==> src/rtl/key_press_decoder_pkg.sv <==
// Shared definitions for the push-button front end.
// Holds the per-key state encoding, the default channel count and small
// helpers that turn millisecond settings into clock-cycle counts.
package key_press_decoder_pkg;

    localparam int unsigned DEF_N_KEYS = 4;

    // Per-key classification state. The unused code 2'd3 is steered back
    // to ST_IDLE by the channel FSM.
    typedef enum logic [1:0] {
        ST_IDLE = 2'd0,
        ST_HELD = 2'd1,
        ST_LONG = 2'd2
    } key_state_t;

    // Number of clock cycles in a given number of milliseconds.
    function automatic int unsigned ms_to_cycles(input int unsigned clk_hz,
                                                 input int unsigned ms);
        return (clk_hz / 1000) * ms;
    endfunction

    // Largest of three cycle counts, used to size the shared counters.
    function automatic int unsigned max3(input int unsigned a,
                                         input int unsigned b,
                                         input int unsigned c);
        int unsigned m;
        m = (a > b) ? a : b;
        return (m > c) ? m : c;
    endfunction

endpackage

==> src/rtl/key_press_decoder_if.sv <==
// Bundle of raw key inputs and decoded key events.
// Ports (signals):
//   KEY          raw buttons, 0 = pressed
//   key_level    debounced state, 1 = pressed
//   short_pulse  one-cycle event on release of a short press
//   long_pulse   one-cycle event when a hold reaches the long threshold
//   repeat_pulse one-cycle event at every repeat period after long_pulse
// master: drives KEY and consumes events; slave: the decoder itself.
interface key_press_decoder_if
    import key_press_decoder_pkg::*;
#(
    parameter int unsigned N_KEYS = DEF_N_KEYS
);

    logic [N_KEYS-1:0] KEY;
    logic [N_KEYS-1:0] key_level;
    logic [N_KEYS-1:0] short_pulse;
    logic [N_KEYS-1:0] long_pulse;
    logic [N_KEYS-1:0] repeat_pulse;

    modport master (
        output KEY,
        input  key_level,
        input  short_pulse,
        input  long_pulse,
        input  repeat_pulse
    );

    modport slave (
        input  KEY,
        output key_level,
        output short_pulse,
        output long_pulse,
        output repeat_pulse
    );

endinterface

==> src/rtl/key_press_decoder_key_channel.sv <==
// One push-button channel: two-flop synchroniser, debouncer and the
// short/long/repeat press classifier.
// Ports:
//   clk          system clock, rising edge
//   rst          asynchronous active-high reset
//   key_n        raw button, 0 = pressed, asynchronous to clk
//   key_level    debounced level, 1 = pressed
//   short_pulse  one-cycle pulse on release before the long threshold
//   long_pulse   one-cycle pulse when the hold reaches the long threshold
//   repeat_pulse one-cycle pulse every repeat period while still held
module key_channel
    import key_press_decoder_pkg::*;
#(
    parameter int unsigned DB_CYC   = 4,
    parameter int unsigned LONG_CYC = 20,
    parameter int unsigned REP_CYC  = 5,
    parameter int          CNT_W    = 5
) (
    input  logic clk,
    input  logic rst,
    input  logic key_n,
    output logic key_level,
    output logic short_pulse,
    output logic long_pulse,
    output logic repeat_pulse
);

    localparam logic [CNT_W-1:0] DB_LAST   = CNT_W'(DB_CYC - 1);
    localparam logic [CNT_W-1:0] LONG_LAST = CNT_W'(LONG_CYC - 1);
    localparam logic [CNT_W-1:0] REP_LAST  = (REP_CYC == 0) ? '0 : CNT_W'(REP_CYC - 1);
    localparam bit               REPEAT_EN = (REP_CYC != 0);

    logic             sync_a;
    logic             sync_b;
    logic             stable;
    logic [CNT_W-1:0] db_cnt;
    logic [CNT_W-1:0] hold_cnt;
    key_state_t       state;

    logic key_s;
    logic db_flip;
    logic rise;
    logic fall;

    // The synchroniser idles at 1 (released), so inverting it gives an
    // active-high pressed signal. db_flip marks the cycle in which the
    // debounced level is about to change; the FSM reacts to that same
    // cycle so its events line up with key_level edges.
    assign key_s   = ~sync_b;
    assign db_flip = (key_s != stable) && (db_cnt == DB_LAST);
    assign rise    = db_flip && !stable;
    assign fall    = db_flip && stable;

    assign key_level = stable;

    // Synchronise the raw button and debounce it: a new level has to be
    // seen continuously for DB_CYC cycles before it is accepted, and any
    // cycle agreeing with the accepted level restarts the count.
    always_ff @(posedge clk or posedge rst) begin
        if (rst) begin
            sync_a <= 1'b1;
            sync_b <= 1'b1;
            stable <= 1'b0;
            db_cnt <= '0;
        end else begin
            sync_a <= key_n;
            sync_b <= sync_a;
            if (key_s != stable) begin
                if (db_cnt == DB_LAST) begin
                    stable <= ~stable;
                    db_cnt <= '0;
                end else begin
                    db_cnt <= db_cnt + 1'b1;
                end
            end else begin
                db_cnt <= '0;
            end
        end
    end

    // Press classifier with registered one-cycle event outputs. A release
    // is checked before any hold threshold, so a release landing on the
    // threshold cycle yields only the release action. When repeat is
    // disabled the hold counter parks in ST_LONG instead of running on.
    always_ff @(posedge clk or posedge rst) begin
        if (rst) begin
            state        <= ST_IDLE;
            hold_cnt     <= '0;
            short_pulse  <= 1'b0;
            long_pulse   <= 1'b0;
            repeat_pulse <= 1'b0;
        end else begin
            short_pulse  <= 1'b0;
            long_pulse   <= 1'b0;
            repeat_pulse <= 1'b0;
            case (state)
                ST_IDLE: begin
                    if (rise) begin
                        state    <= ST_HELD;
                        hold_cnt <= '0;
                    end
                end
                ST_HELD: begin
                    if (fall) begin
                        short_pulse <= 1'b1;
                        state       <= ST_IDLE;
                        hold_cnt    <= '0;
                    end else if (hold_cnt == LONG_LAST) begin
                        long_pulse <= 1'b1;
                        state      <= ST_LONG;
                        hold_cnt   <= '0;
                    end else begin
                        hold_cnt <= hold_cnt + 1'b1;
                    end
                end
                ST_LONG: begin
                    if (fall) begin
                        state    <= ST_IDLE;
                        hold_cnt <= '0;
                    end else if (REPEAT_EN) begin
                        if (hold_cnt == REP_LAST) begin
                            repeat_pulse <= 1'b1;
                            hold_cnt     <= '0;
                        end else begin
                            hold_cnt <= hold_cnt + 1'b1;
                        end
                    end
                end
                default: begin
                    state    <= ST_IDLE;
                    hold_cnt <= '0;
                end
            endcase
        end
    end

endmodule

==> src/rtl/key_press_decoder.sv <==
// Front end for the DE2 push-buttons: debounces each active-low key and
// classifies presses into short, long and auto-repeat event pulses for
// key_control downstream.
// Ports:
//   CLOCK_50  system clock, rising edge
//   rst       asynchronous active-high reset
//   keys      slave side of key_press_decoder_if (KEY in, events out)
module key_press_decoder
    import key_press_decoder_pkg::*;
#(
    parameter int unsigned N_KEYS      = DEF_N_KEYS,
    parameter int unsigned CLK_HZ      = 50_000_000,
    parameter int unsigned DEBOUNCE_MS = 20,
    parameter int unsigned LONG_MS     = 1000,
    parameter int unsigned REPEAT_MS   = 200
) (
    input  logic               CLOCK_50,
    input  logic               rst,
    key_press_decoder_if.slave keys
);

    localparam int unsigned DB_CYC   = ms_to_cycles(CLK_HZ, DEBOUNCE_MS);
    localparam int unsigned LONG_CYC = ms_to_cycles(CLK_HZ, LONG_MS);
    localparam int unsigned REP_CYC  = ms_to_cycles(CLK_HZ, REPEAT_MS);
    localparam int unsigned MAX_CYC  = max3(DB_CYC, LONG_CYC, REP_CYC);
    localparam int          CNT_W    = (MAX_CYC > 1) ? $clog2(MAX_CYC) : 1;

    // A zero debounce window or a long threshold inside the debounce window
    // cannot be classified sensibly, so such settings stop elaboration.
    if (DB_CYC < 1 || LONG_CYC <= DB_CYC) begin : g_bad_cfg
        $error("key_press_decoder: requires DB_CYC >= 1 and LONG_CYC > DB_CYC");
    end

    logic [N_KEYS-1:0] level_vec;
    logic [N_KEYS-1:0] short_vec;
    logic [N_KEYS-1:0] long_vec;
    logic [N_KEYS-1:0] rep_vec;

    // Each key is handled by its own independent channel.
    for (genvar i = 0; i < N_KEYS; i++) begin : g_key
        key_channel #(
            .DB_CYC   (DB_CYC),
            .LONG_CYC (LONG_CYC),
            .REP_CYC  (REP_CYC),
            .CNT_W    (CNT_W)
        ) u_chan (
            .clk          (CLOCK_50),
            .rst          (rst),
            .key_n        (keys.KEY[i]),
            .key_level    (level_vec[i]),
            .short_pulse  (short_vec[i]),
            .long_pulse   (long_vec[i]),
            .repeat_pulse (rep_vec[i])
        );
    end

    assign keys.key_level    = level_vec;
    assign keys.short_pulse  = short_vec;
    assign keys.long_pulse   = long_vec;
    assign keys.repeat_pulse = rep_vec;

endmodule

==> src/flat_wrapper.sv <==
// flat-port wrapper written by rule: the top's interface ports become plain ports
module key_press_decoder_flat import key_press_decoder_pkg::*;
#(
    parameter int unsigned N_KEYS      = DEF_N_KEYS,
    parameter int unsigned CLK_HZ      = 50_000_000,
    parameter int unsigned DEBOUNCE_MS = 20,
    parameter int unsigned LONG_MS     = 1000,
    parameter int unsigned REPEAT_MS   = 200
)
  (CLOCK_50, rst, keys_KEY, keys_key_level, keys_short_pulse, keys_long_pulse, keys_repeat_pulse);
  key_press_decoder_if #(.N_KEYS(N_KEYS)) keys_i ();
  input  logic CLOCK_50;
  input  logic rst;
  input wire logic [$bits(keys_i.KEY)-1:0] keys_KEY;
  output wire logic [$bits(keys_i.key_level)-1:0] keys_key_level;
  output wire logic [$bits(keys_i.short_pulse)-1:0] keys_short_pulse;
  output wire logic [$bits(keys_i.long_pulse)-1:0] keys_long_pulse;
  output wire logic [$bits(keys_i.repeat_pulse)-1:0] keys_repeat_pulse;
  assign keys_i.KEY = keys_KEY;
  assign keys_key_level = keys_i.key_level;
  assign keys_short_pulse = keys_i.short_pulse;
  assign keys_long_pulse = keys_i.long_pulse;
  assign keys_repeat_pulse = keys_i.repeat_pulse;
  key_press_decoder #(.N_KEYS(N_KEYS), .CLK_HZ(CLK_HZ), .DEBOUNCE_MS(DEBOUNCE_MS), .LONG_MS(LONG_MS), .REPEAT_MS(REPEAT_MS)) u_core (.CLOCK_50(CLOCK_50), .rst(rst), .keys(keys_i));
endmodule
==> config.mk <==
export PLATFORM = sky130hd
export DESIGN_NAME = key_press_decoder_flat
export DESIGN_NICKNAME = d
export VERILOG_FILES = /design/src/rtl/key_press_decoder_pkg.sv /design/src/rtl/key_press_decoder_if.sv /design/src/rtl/key_press_decoder_key_channel.sv /design/src/rtl/key_press_decoder.sv /design/src/flat_wrapper.sv
export SDC_FILE = /design/constraint.sdc
export NUM_CORES = 1
export LEC_CHECK = 0
export ABC_AREA = 1
export CORE_MARGIN = 4
export CORE_UTILIZATION = 41
export DETAILED_ROUTE_END_ITERATION = 7
export PLACE_DENSITY = 0.55
export SYNTH_ARGS = -nofsm -noshare
export SYNTH_HDL_FRONTEND = slang
export SYNTH_SLANG_ARGS = --single-unit
==> constraint.sdc <==
create_clock -name CLOCK_50 -period 23.6 [get_ports CLOCK_50]
set_input_delay 4.72 -clock CLOCK_50 [delete_from_list [all_inputs] [get_ports CLOCK_50]]
set_output_delay 4.72 -clock CLOCK_50 [all_outputs]
set_load 0.01 [all_outputs]
==> Word level (Yosys, flattened, before mapping) <==
Index checks and enable logic that the tools add are counted.
{ "word_totals": {"register_bits": 240, "in_bits": 6, "out_inout_bits": 16, "wordCells": 200} }
{ "op_classes": {"n_addsub": 8, "eq_ne": 36, "muxes": 84, "n_bitwise": 8, "reduce_logical": 28} }
{ "op_table": {"columns": ["op", "n"], "rows": [
  ["$mux W26", 28],
  ["$pmux W26 S3", 4],
  ["$add A26 B1 Y26 const B", 8],
  ["$eq A26 B20 Y1 const B", 4],
  ["$eq A26 B24 Y1 const B", 4],
  ["$eq A26 B26 Y1 const B", 4],
  ["$mux W1", 32],
  ["$mux W2", 16],
  ["$pmux W2 S3", 4],
  ["$ne A2 B2 Y1 const B", 8],
  ["$logic_and A1 B1 Y1", 12],
  ["$ne A3 B3 Y1 const B", 4],
  ["$reduce_and A3 Y1", 4],
  ["$eq A2 B1 Y1 const B", 4],
  ["$eq A2 B2 Y1 const B", 4],
  ["$logic_not A2 Y1", 4],
  ["$not A1 Y1", 8],
  ["$reduce_and A2 Y1", 4],
  ["$logic_not A1 Y1", 4],
  ["$ne A1 B1 Y1", 4]
]} }

==> Longest topological paths before layout <==
Gate-level depths: netlist (run 1).
{ "logic_depth": {"word_depth": 6, "mapped_depth": 13, "mapped_depth_nobuf": 13} }

==> Hierarchy <==
From an unflattened synthesis (run 1), not the netlist that was laid out.
{ "hier_totals": {"cells_unflattened": 1991, "area_unflattened_um2": 14646.5} }
{ "modules_own_cells": {"columns": ["mod", "instances", "cells_per_inst", "area_each_um2", "seq_area_each_um2"], "rows": [
  ["key_channel (u_core.g_key[0].u_chan ...)", 3, 503, 3683.5, 1503.9],
  ["key_channel (u_core.g_key[3].u_chan)", 1, 482, 3595.9, 1503.9]
]} }

==> Worst setup path after synthesis (run 1) <==
No wires, ideal clock.
{ "synth_path": {"path_kind": "register to output", "startpoint": "reg u_core.g_key[1].u_chan.stable", "endpoint": "out keys_key_level[1]", "t_arrival_ns": 0.546, "setup_slack_ns": 18.334, "stages_incl_launch_ff": 2, "path_buffers": 1, "path_cell_list": "dfrtp_1 > buf_4"} }
{ "synth_lines": {"columns": ["item", "line_no", "rtl"], "rows": [
  ["start, declared", "key_press_decoder_key_channel.sv:35", "logic stable;"],
  ["start signal, assigned", "key_press_decoder_key_channel.sv:70", "stable <= ~stable;"],
  ["end, declared", "flat_wrapper.sv:15", "output wire logic [$bits(keys_i.key_level)-1:0] keys_key_level;"]
]} }
No word-level cell between the ends.

==> summary.md, run 1 <==
| Metric | Value |
|---|---|
| Root Buffer Master | clkbuf_16 |
| Worst path cell trace | clkdlybuf4s50_1 -> inv_8 -> buf_4 -> buf_4 |
| H-tree depth | 1 |
| Top cells by area, synth | dfrtp_1, nand2_1, nor2_1 |
| WP data required | 24.25 ns |
| Top cell type's share of synthesized area | 0.394 |
| Die Width | 198 µm |
| Rows | 69 |
| First-pass GRT wire length | 59.5 mm |
| Drt initial violations | 722 |
| Main synth FF type | dfrtp_1 |
| Die area | 39,100 µm² |
| Hold Vio Cnt, Final | 0 |
| Clock skew | 0.0210 ns |
| Fin Setup TNS | 0 ns |
| Worst path max stage delay | 0.83 ns |
| Pins over their slew limit | 0 |
| Final setup viols | 0 |
| Synth async-reset ratio | 1.00 |
| Initial antenna violation count | 0 |
| Global-route met2 utilization | 0.278 |
| Mapped Cells | 2,037 |
| Synth area leader | dfrtp_1 |
| Fmax achieved | 146 MHz |
| Port Buffers | 21 |
| TritonCTS Sinks | 240 |
| CORE AREA | 35,600 µm² |
| Initial Util | 0.415 |
| Skew-Pair Late Insertion Delay | 0.57 ns |
| Max-capacitance violation count | 0 |
| Vias | 12,700 |
| Hold crit path type | reg2reg |
| Clk network pwr share | 0.543 |
| CP startpoint kind | input port |
| Comb pwr share | 0.018 |
| Sequential share of power | 0.439 |
| Peak supply drop | 0.0519 mV |
| Reg2Reg Setup Slack | 20.90 ns |
| Worst-path fanout max | 122 |
| Hold buffers post-CTS | 0 |
| Post-CTS Setup Inserts | 0 |
| Register bit count reported by yosys | 240 |
| Largest net degree at the start of global routing | 123 |
| PwrDens | 58.1 nW/µm² |
| Post-synth cell types | 44 |
| CTS tree | built |
| Max clock buf depth | 3 |
| Syn Nets | 2,067 |
| Setup WS post-layout | 16.76 ns |
| WHS | 0.355 ns |
| Tot GR Track Use | 0.178 |
| Resize count post-CTS | 0 |
| Post-synth EDFFs | 0 |
| TritonCTS Buffers | 30 |
| WL/cell | 13.7 µm |
| Cell mode on critical path | buf_4 |
| Vias in the first global route | 11,900 |
| Dpl cells | 2,472 |
| Sw Ratio | 0.211 |
| LEAKAGE | 7.44 nW |
| Fin cells | 2,528 |
| Met1 global-route usage | 0.269 |
| Die Y | 198 µm |
| Ys Warns | 0 |
| Post-DRT Antenna Nets | 0 |
| GRT overflow | 0 |
| CP max-delay cell | buf_4 |
| Final Cycle Share | 0.290 |
| Crit end category | asynchronous set/reset pin |
| Worst-path clk slew | 0.06 ns |
| Antenna fix cells | 0 |
| DRT Pass-1 Iters | 4 |
| Slew headroom | 0.372 |
| Place WS | 16.00 ns |
| Share of cells above drive strength 1 | 0.0508 |
| Status | completed |
| Area Overhead vs Synth | 10.8% |
| Gr busiest metal | met2 |
| RSZ-0062 raised after global routing | no |
| Crit path time final | 6.84 ns |
| CP Buf/Inv Count | 4 |
| Post-synthesis sequential area ratio | 0.408 |
| Cell Area, Synth | 14,700 µm² |
| Final Util | 0.460 |
| Gp weighted congestion | 0.917 |
| Routed vias/inst | 5.03 |
| Top delay family on crit path | buffers and inverters |
| NetSw | 200 µW |
| Worst-margin pin slew | 0.938 ns |
| Internal power | 749 µW |
| Syn Area/Cell | 7.24 µm² |
| Wirelength, routed | 34.6 mm |
| DP Wirelength | 24.7 mm |
| Arrival time at the worst endpoint | 7.49 ns |
| Final net count | 2,073 |
| Critical path class | in2async |
| I/O pins | 22 |
| Met3 Use GR | 0.0240 |
| # DRC | 0 |
metrics by stage:
step	area, µm²	power, mW
2_1_floorplan	14700	0.436
3_3_place_gp	15200	0.442
3_5_place_dp	15200	0.442
4_1_cts	16300	0.969
5_1_grt	16300	0.988
6_report	16300	0.949
worst register-to-register path: cells and delay by family, from the launching register on:
family / cells / cell delay, ns
buffers and inverters: 2 / 0.55
adder cells (fa/ha/maj): 1 / 0.17
AO/OA/AOI/OAI: 1 / 0.40
flip-flops: 1 / 0.37
AND/OR/NAND/NOR: 6 / 1.06
Yosys cell counts (12+ instances only):
| master | number |
|---|---|
| nor4_1 | 22 |
| dfrtp_1 | 232 |
| a21oi_1 | 43 |
| ha_1 | 24 |
| nor2_1 | 347 |
| xnor2_1 | 24 |
| nand3_1 | 167 |
| nand3b_1 | 14 |
| inv_1 | 235 |
| buf_2 | 12 |
| nand2_1 | 500 |
| xor2_1 | 91 |
| nor3_1 | 77 |
| o21ai_0 | 49 |
| nand4_1 | 81 |
| buf_4 | 18 |
registers in the layout (all words and copies together) (netlist names):
register                          cells
u_core.g_key.u_chan.sync_a            4
u_core.g_key.u_chan.long_pulse        4
u_core.g_key.u_chan.sync_b            4
u_core.g_key.u_chan.short_pulse       4
u_core.g_key.u_chan.hold_cnt        104
u_core.g_key.u_chan.repeat_pulse      4
u_core.g_key.u_chan.key_level         4
u_core.g_key.u_chan.db_cnt          104
u_core.g_key.u_chan.state             8
final cells by class:
cell class | instances | area (µm²)
Fill cell | 3682 | 19200
Sequential cell | 240 | 6020
Multi-Input combinational cell | 1507 | 7490
Clock buffer | 38 | 811
Tap cell | 461 | 577
Clock inverter | 18 | 317
Inverter | 241 | 912
Timing Repair Buffer | 23 | 225
layer usage:
layer  vias up  routed length, µm
met5         -                  0
met4         0                476
met3        37               1110
met2       143              15200
met1      5987              17900
li1       6558                  -
cell usage in the layout, fill, tap and decap left out, types with 3 or more instances in the layout:
cell and instances:
o21a_1 3, clkbuf_8 3, nand3b_1 14, inv_1 234, nand2_2 6, nor2_1 347
clkbuf_16 30, xor2_1 91, nor3_1 77, or2_2 6, nand3_2 7, nand2_1 500
ha_1 24, dfrtp_1 232, clkdlybuf4s50_1 21, nand4_1 81, inv_2 5, nand3_1 167
nor2_2 6, a21oi_1 43, bufinv_16 8, dfstp_2 8, a31oi_1 3, nor4_1 22
and3_1 3, nor3b_1 9, nand2_4 3, clkbuf_1 5, nor3_4 4, clkinv_2 5
xnor2_1 24, o21ai_0 49
power by group through the flow:
stage | logic [mW] | clock network, mW | registers, mW
floorplan | 0.0121 | 0 | 0.423
global placement | 0.0179 | 0 | 0.424
detailed placement | 0.0182 | 0 | 0.424
CTS | 0.0183 | 0.534 | 0.416
global route | 0.0208 | 0.550 | 0.417
finish | 0.0171 | 0.516 | 0.416
cells by family (layout without fill, tap and decap cells):
group / count (synthesis) / in the layout / share of synthesized area
simple gates: 1258 / 1258 / 0.378
buf+inv: 290 / 320 / 0.0842
flops: 240 / 240 / 0.408
xor+xnor: 115 / 115 / 0.0683
compound gates: 110 / 110 / 0.0410
fa+ha+maj: 24 / 24 / 0.0204
worst paths after layout:
path,from,cells after the start,endpoint
worst max-delay path,rst,4,u_core.g_key[2].u_chan.db_cnt[5]
worst min-delay path,u_core.g_key[1].u_chan.sync_a,0,u_core.g_key[1].u_chan.sync_b
worst max register to register,u_core.g_key[0].u_chan.db_cnt[0],10,u_core.g_key[0].u_chan.hold_cnt[17]
worst min register to register,u_core.g_key[1].u_chan.sync_a,0,u_core.g_key[1].u_chan.sync_b
max in group CLOCK_50,u_core.g_key[1].u_chan.key_level,1,keys_key_level[1]
min in group asynchronous,rst,2,u_core.g_key[3].u_chan.repeat_pulse
Note: power is estimated with default switching activity, not from simulation.
==> run 2, diff against run 1 <==
Clock period 23.6 ns to 6.63 ns, I/O delays scaled along.
==> run 2 against run 1 <==
Design area fell by 0.33%; first-iteration DRC count rose by 16%; clock skew about the same; critical path type is now reg2out; via count rose by 0.50%; combinational power increased to 3.6 times the previous value; die area is the same; core utilization fell by 0.15 points; critical endpoint is now keys_key_level[3].
==> summary.md, run 2 (same netlist as run 1, synthesis figures left out) <==
| Metric | Value |
|---|---|
| Place WS | 3.93 ns (was 16.00 ns) |
| Die Y | 198 µm (unchanged) |
| WP data required | 5.30 ns (was 24.25 ns) |
| Slew headroom | 0.366 (was 0.372) |
| Skew-Pair Late Insertion Delay | 0.55 ns (was 0.57 ns) |
| Share of cells above drive strength 1 | 0.0504 (was 0.0508) |
| Final Util | 0.458 (was 0.460) |
| RSZ-0062 raised after global routing | no (unchanged) |
| Resize count post-CTS | 0 (unchanged) |
| Hold buffers post-CTS | 0 (unchanged) |
| Fmax achieved | 346 MHz |
| Port Buffers | 21 (unchanged) |
| Reg2Reg Setup Slack | 4.05 ns (was 20.90 ns) |
| Crit end category | primary output (was asynchronous set/reset pin) |
| # DRC | 0 (unchanged) |
| Worst-path clk slew | 0.06 ns (about the same) |
| Commonest non-fill, non-tap cells in the layout | nand2_1, nor2_1, inv_1, dfrtp_1, nand3_1 (unchanged) |
| Worst-margin pin slew | 0.947 ns (was 0.938 ns) |
| CORE AREA | 35,600 µm² (unchanged) |
| Vias | 12,800 (was 12,700) |
| Die Width | 198 µm (unchanged) |
| Final setup viols | 0 (unchanged) |
| Critical path class | reg2out (was in2async) |
| Regs by FF count | u_core.g_key.u_chan.db_cnt: 104 flops, u_core.g_key.u_chan.hold_cnt: 104 flops, u_core.g_key.u_chan.state: 8 flops (unchanged) |
| CTS tree | built (unchanged) |
| CP startpoint kind | flip-flop (was input port) |
| CP max-delay cell | clkdlybuf4s50_1 (was buf_4) |
| Wirelength, routed | 34.4 mm (was 34.6 mm) |
| H-tree depth | 1 (unchanged) |
| Top delay family on crit path | buffers and inverters (unchanged) |
| GRT overflow | 0 (unchanged) |
| Final net count | 2,072 (was 2,073) |
| Antenna fix cells | 0 (unchanged) |
| Die area | 39,100 µm² (unchanged) |
| Worst-path fanout max | 4 (was 122) |
| DRT Pass-1 Iters | 5 (was 4) |
| Max-capacitance violation count | 0 (unchanged) |
| Worst path cell trace | clkdlybuf4s50_1 (was clkdlybuf4s50_1 -> inv_8 -> buf_4 -> buf_4) |
| Post-CTS Setup Inserts | 0 (unchanged) |
| Drt initial violations | 834 (was 722) |
| First-pass GRT wire length | 59.8 mm (was 59.5 mm) |
| Final Cycle Share | 0.436 |
| Arrival time at the worst endpoint | 1.57 ns (was 7.49 ns) |
| Initial Util | 0.415 (unchanged) |
| Status | completed (unchanged) |
| Clock skew | 0.0208 ns (was 0.0210 ns) |
| Routed vias/inst | 5.06 (was 5.03) |
| TritonCTS Buffers | 29 (was 30) |
| PwrDens | 201 nW/µm² (was 58.1 nW/µm²) |
| Storage cell area | 6020 µm² (unchanged) |
| WL/cell | 13.6 µm (was 13.7 µm) |
| Largest net degree at the start of global routing | 114 (was 123) |
| Total power draw | 3.28 mW (was 949 µW) |
| Area Overhead vs Synth | 10.5% (was 10.8%) |
| Setup WS post-layout | 3.74 ns (was 16.76 ns) |
| Fin cells | 2,525 (was 2,528) |
| LEAKAGE | 7.41 nW (was 7.44 nW) |
| FILL cells | 3,623 (was 3,682) |
| Post-DRT Antenna Nets | 0 (unchanged) |
| Tot GR Track Use | 0.177 (was 0.178) |
| Fin Setup TNS | 0 ns (unchanged) |
| TritonCTS Sinks | 240 (unchanged) |
| Peak supply drop | 0.226 mV (was 0.0519 mV) |
| Dpl cells | 2,472 (unchanged) |
| Worst path max stage delay | 0.58 ns (was 0.83 ns) |
| Rows | 69 (unchanged) |
| Footprint of the multi-input gates | 7490 µm² (unchanged) |
| Gp weighted congestion | 0.919 (was 0.917) |
| CP Buf/Inv Count | 1 (was 4) |
| Root Buffer Master | clkbuf_16 (unchanged) |
| DP Wirelength | 24.5 mm (was 24.7 mm) |
| Pins over their slew limit | 0 (unchanged) |
| Crit path time final | 2.89 ns |
| I/O pins | 22 (unchanged) |
| Hold crit path type | reg2reg (unchanged) |
| Initial antenna violation count | 0 (unchanged) |
| Hold Vio Cnt, Final | 0 (unchanged) |
| Vias in the first global route | 12,100 (was 11,900) |
| Commonest non-fill, non-tap cell in the layout | nand2_1 (unchanged) |
| Max clock buf depth | 3 (unchanged) |
-- run 2: cell count changes in the layout (fill, tap and decap cells not counted), moves of 2 or more --
cell | previous run | this run
buf_12 | 0 | 2
buf_4 | 2 | 0
bufinv_16 | 8 | 6
clkbuf_1 | 5 | 3
clkbuf_8 | 3 | 5
inv_8 | 2 | 0
-- run 2: area by class of cell --
type                    instances  share of cell area
clock buffers                  37              0.0495
multi-input cells            1507               0.460
clock inverters                16              0.0151
inverters                     241              0.0558
well taps                     461              0.0354
repair buffers                 23              0.0154
flip-flops and latches        240               0.369
-- run 2: final timing paths --
path	startpoint	end	cells past startpoint
worst max-delay path	u_core.g_key[3].u_chan.key_level	keys_key_level[3]	1
worst min-delay path	u_core.g_key[1].u_chan.sync_a	u_core.g_key[1].u_chan.sync_b	0
worst max register to register	u_core.g_key[0].u_chan.db_cnt[0]	u_core.g_key[0].u_chan.hold_cnt[7]	10
worst min register to register	u_core.g_key[1].u_chan.sync_a	u_core.g_key[1].u_chan.sync_b	0
max in group asynchronous	rst	u_core.g_key[1].u_chan.hold_cnt[14]	3
min in group asynchronous	rst	u_core.g_key[3].u_chan.db_cnt[6]	2
-- run 2: power breakdown --
part           switching [mW]  internal (mW)  total [mW]
Clock                   0.644           1.09        1.73
Combinational          0.0488         0.0136      0.0624
Sequential            0.00646           1.48        1.48
-- run 2: per-layer routing --
| metal | part of all wire | track usage | vias to the layer above |
|---|---|---|---|
| met5 | 0 | 0 | - |
| met4 | 0.016 | 0.0383 | 0 |
| met3 | 0.034 | 0.0227 | 41 |
| met2 | 0.45 | 0.278 | 194 |
| met1 | 0.50 | 0.264 | 6006 |
| li1 | - | - | 6548 |
-- run 2: per-stage QoR --
stage	hold slack (ns)	cell area (µm²)
finish	0.349	16300
global route	0.354	16300
CTS	0.352	16300
detailed placement	0.349	15200
global placement	0.346	15200
floorplan	0.345	14800
==> run 3, diff against run 2 <==
Clock period 6.63 ns to 2.8 ns, I/O delays scaled along.
==> run 3 against run 2 <==
Sequential cell count is the same; combinational power grew to 2.5 times the previous value; clock power grew to 2.5 times the previous value; critical path type is now reg2reg.
==> summary.md, run 3 (same netlist as run 1, synthesis figures left out) <==
| Metric | Value |
|---|---|
| Fmax achieved | 415 MHz |
| Tot GR Track Use | 0.175 (was 0.177) |
| Final setup viols | 0 (unchanged) |
| R2R Path Start | u_core.g_key[2].u_chan.db_cnt[0] (was u_core.g_key[0].u_chan.db_cnt[0]) |
| TritonCTS Buffers | 29 (unchanged) |
| CP startpoint kind | flip-flop (unchanged) |
| DP Wirelength | 24.7 mm (was 24.5 mm) |
| Commonest non-fill, non-tap cells in the layout | nand2_1, nor2_1, inv_1, dfrtp_1, nand3_1 (unchanged) |
| Vias in the first global route | 12,200 (was 12,100) |
| WP data required | 3.28 ns (was 5.30 ns) |
| Hold Vio Cnt, Final | 0 (unchanged) |
| Worst-margin pin slew | 0.716 ns (was 0.947 ns) |
| DP Area | 15,300 µm² (was 15,200 µm²) |
| Crit end category | flip-flop (was primary output) |
| Pins over their slew limit | 0 (unchanged) |
| Fin cells | 2,531 (was 2,525) |
| WHS | 0.355 ns (was 0.349 ns) |
| Place WS | 0.425 ns (was 3.93 ns) |
| Worst setup path startpoint | u_core.g_key[2].u_chan.db_cnt[0] (was u_core.g_key[3].u_chan.key_level) |
| Worst-case reg-to-reg path depth | 9 (was 10) |
| Worst-path fanout max | 28 (was 4) |
| Final net count | 2,079 (was 2,072) |
| WL/cell | 13.5 µm (was 13.6 µm) |
| RSZ-0062 raised after global routing | no (unchanged) |
| Skew-Pair Late Insertion Delay | 0.56 ns (was 0.55 ns) |
| GRT overflow | 0 (unchanged) |
| Worst-path clk slew | 0.06 ns (about the same) |
| Max-capacitance violation count | 0 (unchanged) |
| Wirelength, routed | 34.2 mm (was 34.4 mm) |
| Max clock buf depth | 3 (unchanged) |
| Root Buffer Master | clkbuf_16 (unchanged) |
| Clock skew | 0.0149 ns (was 0.0208 ns) |
| PwrDens | 488 nW/µm² (was 201 nW/µm²) |
| Final Instance Area | 16,400 µm² (was 16,300 µm²) |
| Crit path time final | 2.41 ns |
| FILL cells | 3,596 (was 3,623) |
| Resize count post-CTS | 0 (unchanged) |
| Initial antenna violation count | 0 (unchanged) |
| # DRC | 0 (unchanged) |
| Critical path class | reg2reg (was reg2out) |
| Hold_sp | u_core.g_key[2].u_chan.sync_a (was u_core.g_key[1].u_chan.sync_a) |
| Post-CTS Setup Inserts | 0 (unchanged) |
| DRT Pass-1 Iters | 5 (unchanged) |
| H-tree depth | 1 (unchanged) |
| Slew headroom | 0.521 (was 0.366) |
| Rows | 69 (unchanged) |
| WHS Path Cells | 0 (unchanged) |
| Drt initial violations | 853 (was 834) |
| Hold buffers post-CTS | 0 (unchanged) |
| Area Overhead vs Synth | 11.4% (was 10.5%) |
| Final Cycle Share | 0.861 |
| Regs by FF count | u_core.g_key.u_chan.db_cnt: 104 flops, u_core.g_key.u_chan.hold_cnt: 104 flops, u_core.g_key.u_chan.state: 8 flops (unchanged) |
| Peak supply drop | 0.444 mV (was 0.226 mV) |
| Footprint of the multi-input gates | 7490 µm² (unchanged) |
| Status | completed (unchanged) |
| Routed vias/inst | 5.02 (was 5.06) |
| Reg2Reg Setup Slack | 0.39 ns (was 4.05 ns) |
| Die area | 39,100 µm² (unchanged) |
| Setup WS post-layout | 0.388 ns (was 3.74 ns) |
| Die Y | 198 µm (unchanged) |
| Die Width | 198 µm (unchanged) |
| Initial Util | 0.415 (unchanged) |
| LEAKAGE | 7.49 nW (was 7.41 nW) |
| Storage cell area | 6020 µm² (unchanged) |
| Vias | 12,700 (was 12,800) |
| Antenna fix cells | 0 (unchanged) |
| CTS tree | built (unchanged) |
| First-pass GRT wire length | 59.0 mm (was 59.8 mm) |
| Largest net degree at the start of global routing | 65 (was 114) |
| Arrival time at the worst endpoint | 2.89 ns (was 1.57 ns) |
| Post-DRT Antenna Nets | 0 (unchanged) |
| Gp weighted congestion | 0.900 (was 0.919) |
| Port Buffers | 21 (unchanged) |
| Share of cells above drive strength 1 | 0.0536 (was 0.0504) |
| I/O pins | 22 (unchanged) |
| Hold crit path type | reg2reg (unchanged) |
| TritonCTS Sinks | 240 (unchanged) |
| CORE AREA | 35,600 µm² (unchanged) |
| Dpl cells | 2,479 (was 2,472) |
| Commonest non-fill, non-tap cell in the layout | nand2_1 (unchanged) |
| Final Util | 0.462 (was 0.458) |
==> run 3: cell count changes in the layout (fill, tap and decap cells not counted) <==
cell | before | now
buf_12 | 2 | 4
clkinv_4 | 2 | 1
clkbuf_1 | 3 | 2
buf_4 | 0 | 5
inv_6 | 1 | 0
clkinv_2 | 5 | 6
bufinv_16 | 6 | 9
clkinvlp_4 | 3 | 1
==> run 3: per-stage QoR <==
| stage | TNS (ns) | power, mW |
|---|---|---|
| after global routing | 0 | 8.32 |
| after detailed placement | 0 | 3.74 |
| after global placement | 0 | 3.74 |
| after floorplan | -209.74 | 3.67 |
| final | 0 | 8.01 |
| after CTS | 0 | 8.17 |
==> run 3: final timing paths <==
check | to
max | u_core.g_key[2].u_chan.hold_cnt[15]
min | u_core.g_key[2].u_chan.sync_b
max reg2reg | u_core.g_key[2].u_chan.hold_cnt[15]
min reg2reg | u_core.g_key[2].u_chan.sync_b
max in group asynchronous | u_core.g_key[1].u_chan.sync_a
min in group asynchronous | u_core.g_key[2].u_chan.hold_cnt[2]
==> run 3: final cells by class <==
class	instances	share of cell area
inverter	241	0.0553
timing repair buffer	30	0.0200
clock inverter	16	0.0188
sequential	240	0.366
clock buffer	36	0.0488
multi-input combinational	1507	0.456
tap	461	0.0351
==> run 3: power by group <==
part / total (mW) / switching, mW / internal, mW / leakage (nW)
Sequential: 3.51 / 0.0157 / 3.49 / 3.32
Clock: 4.35 / 1.50 / 2.84 / 0.550
Combinational: 0.159 / 0.118 / 0.0415 / 3.62
==> run 3: metal layers <==
metal | up-vias | part of all wire | global-route usage
met5 | - | 0 | 0
met2 | 214 | 0.45 | 0.282
li1 | 6547 | - | -
met4 | 0 | 0.018 | 0.0337
met1 | 5897 | 0.50 | 0.254
met3 | 53 | 0.038 | 0.0249
==> run 3: worst max-delay path, stage by stage, from the launching register on <==
cell and delay, ns:
dfrtp_1 0.38, ha_1 0.22, nand3_2 0.14, nor3_4 0.25, nand4_1 0.15, nand2_1 0.15
inv_2 0.22, nor2_4 0.57, nand3_1 0.15, nand2_1 0.09
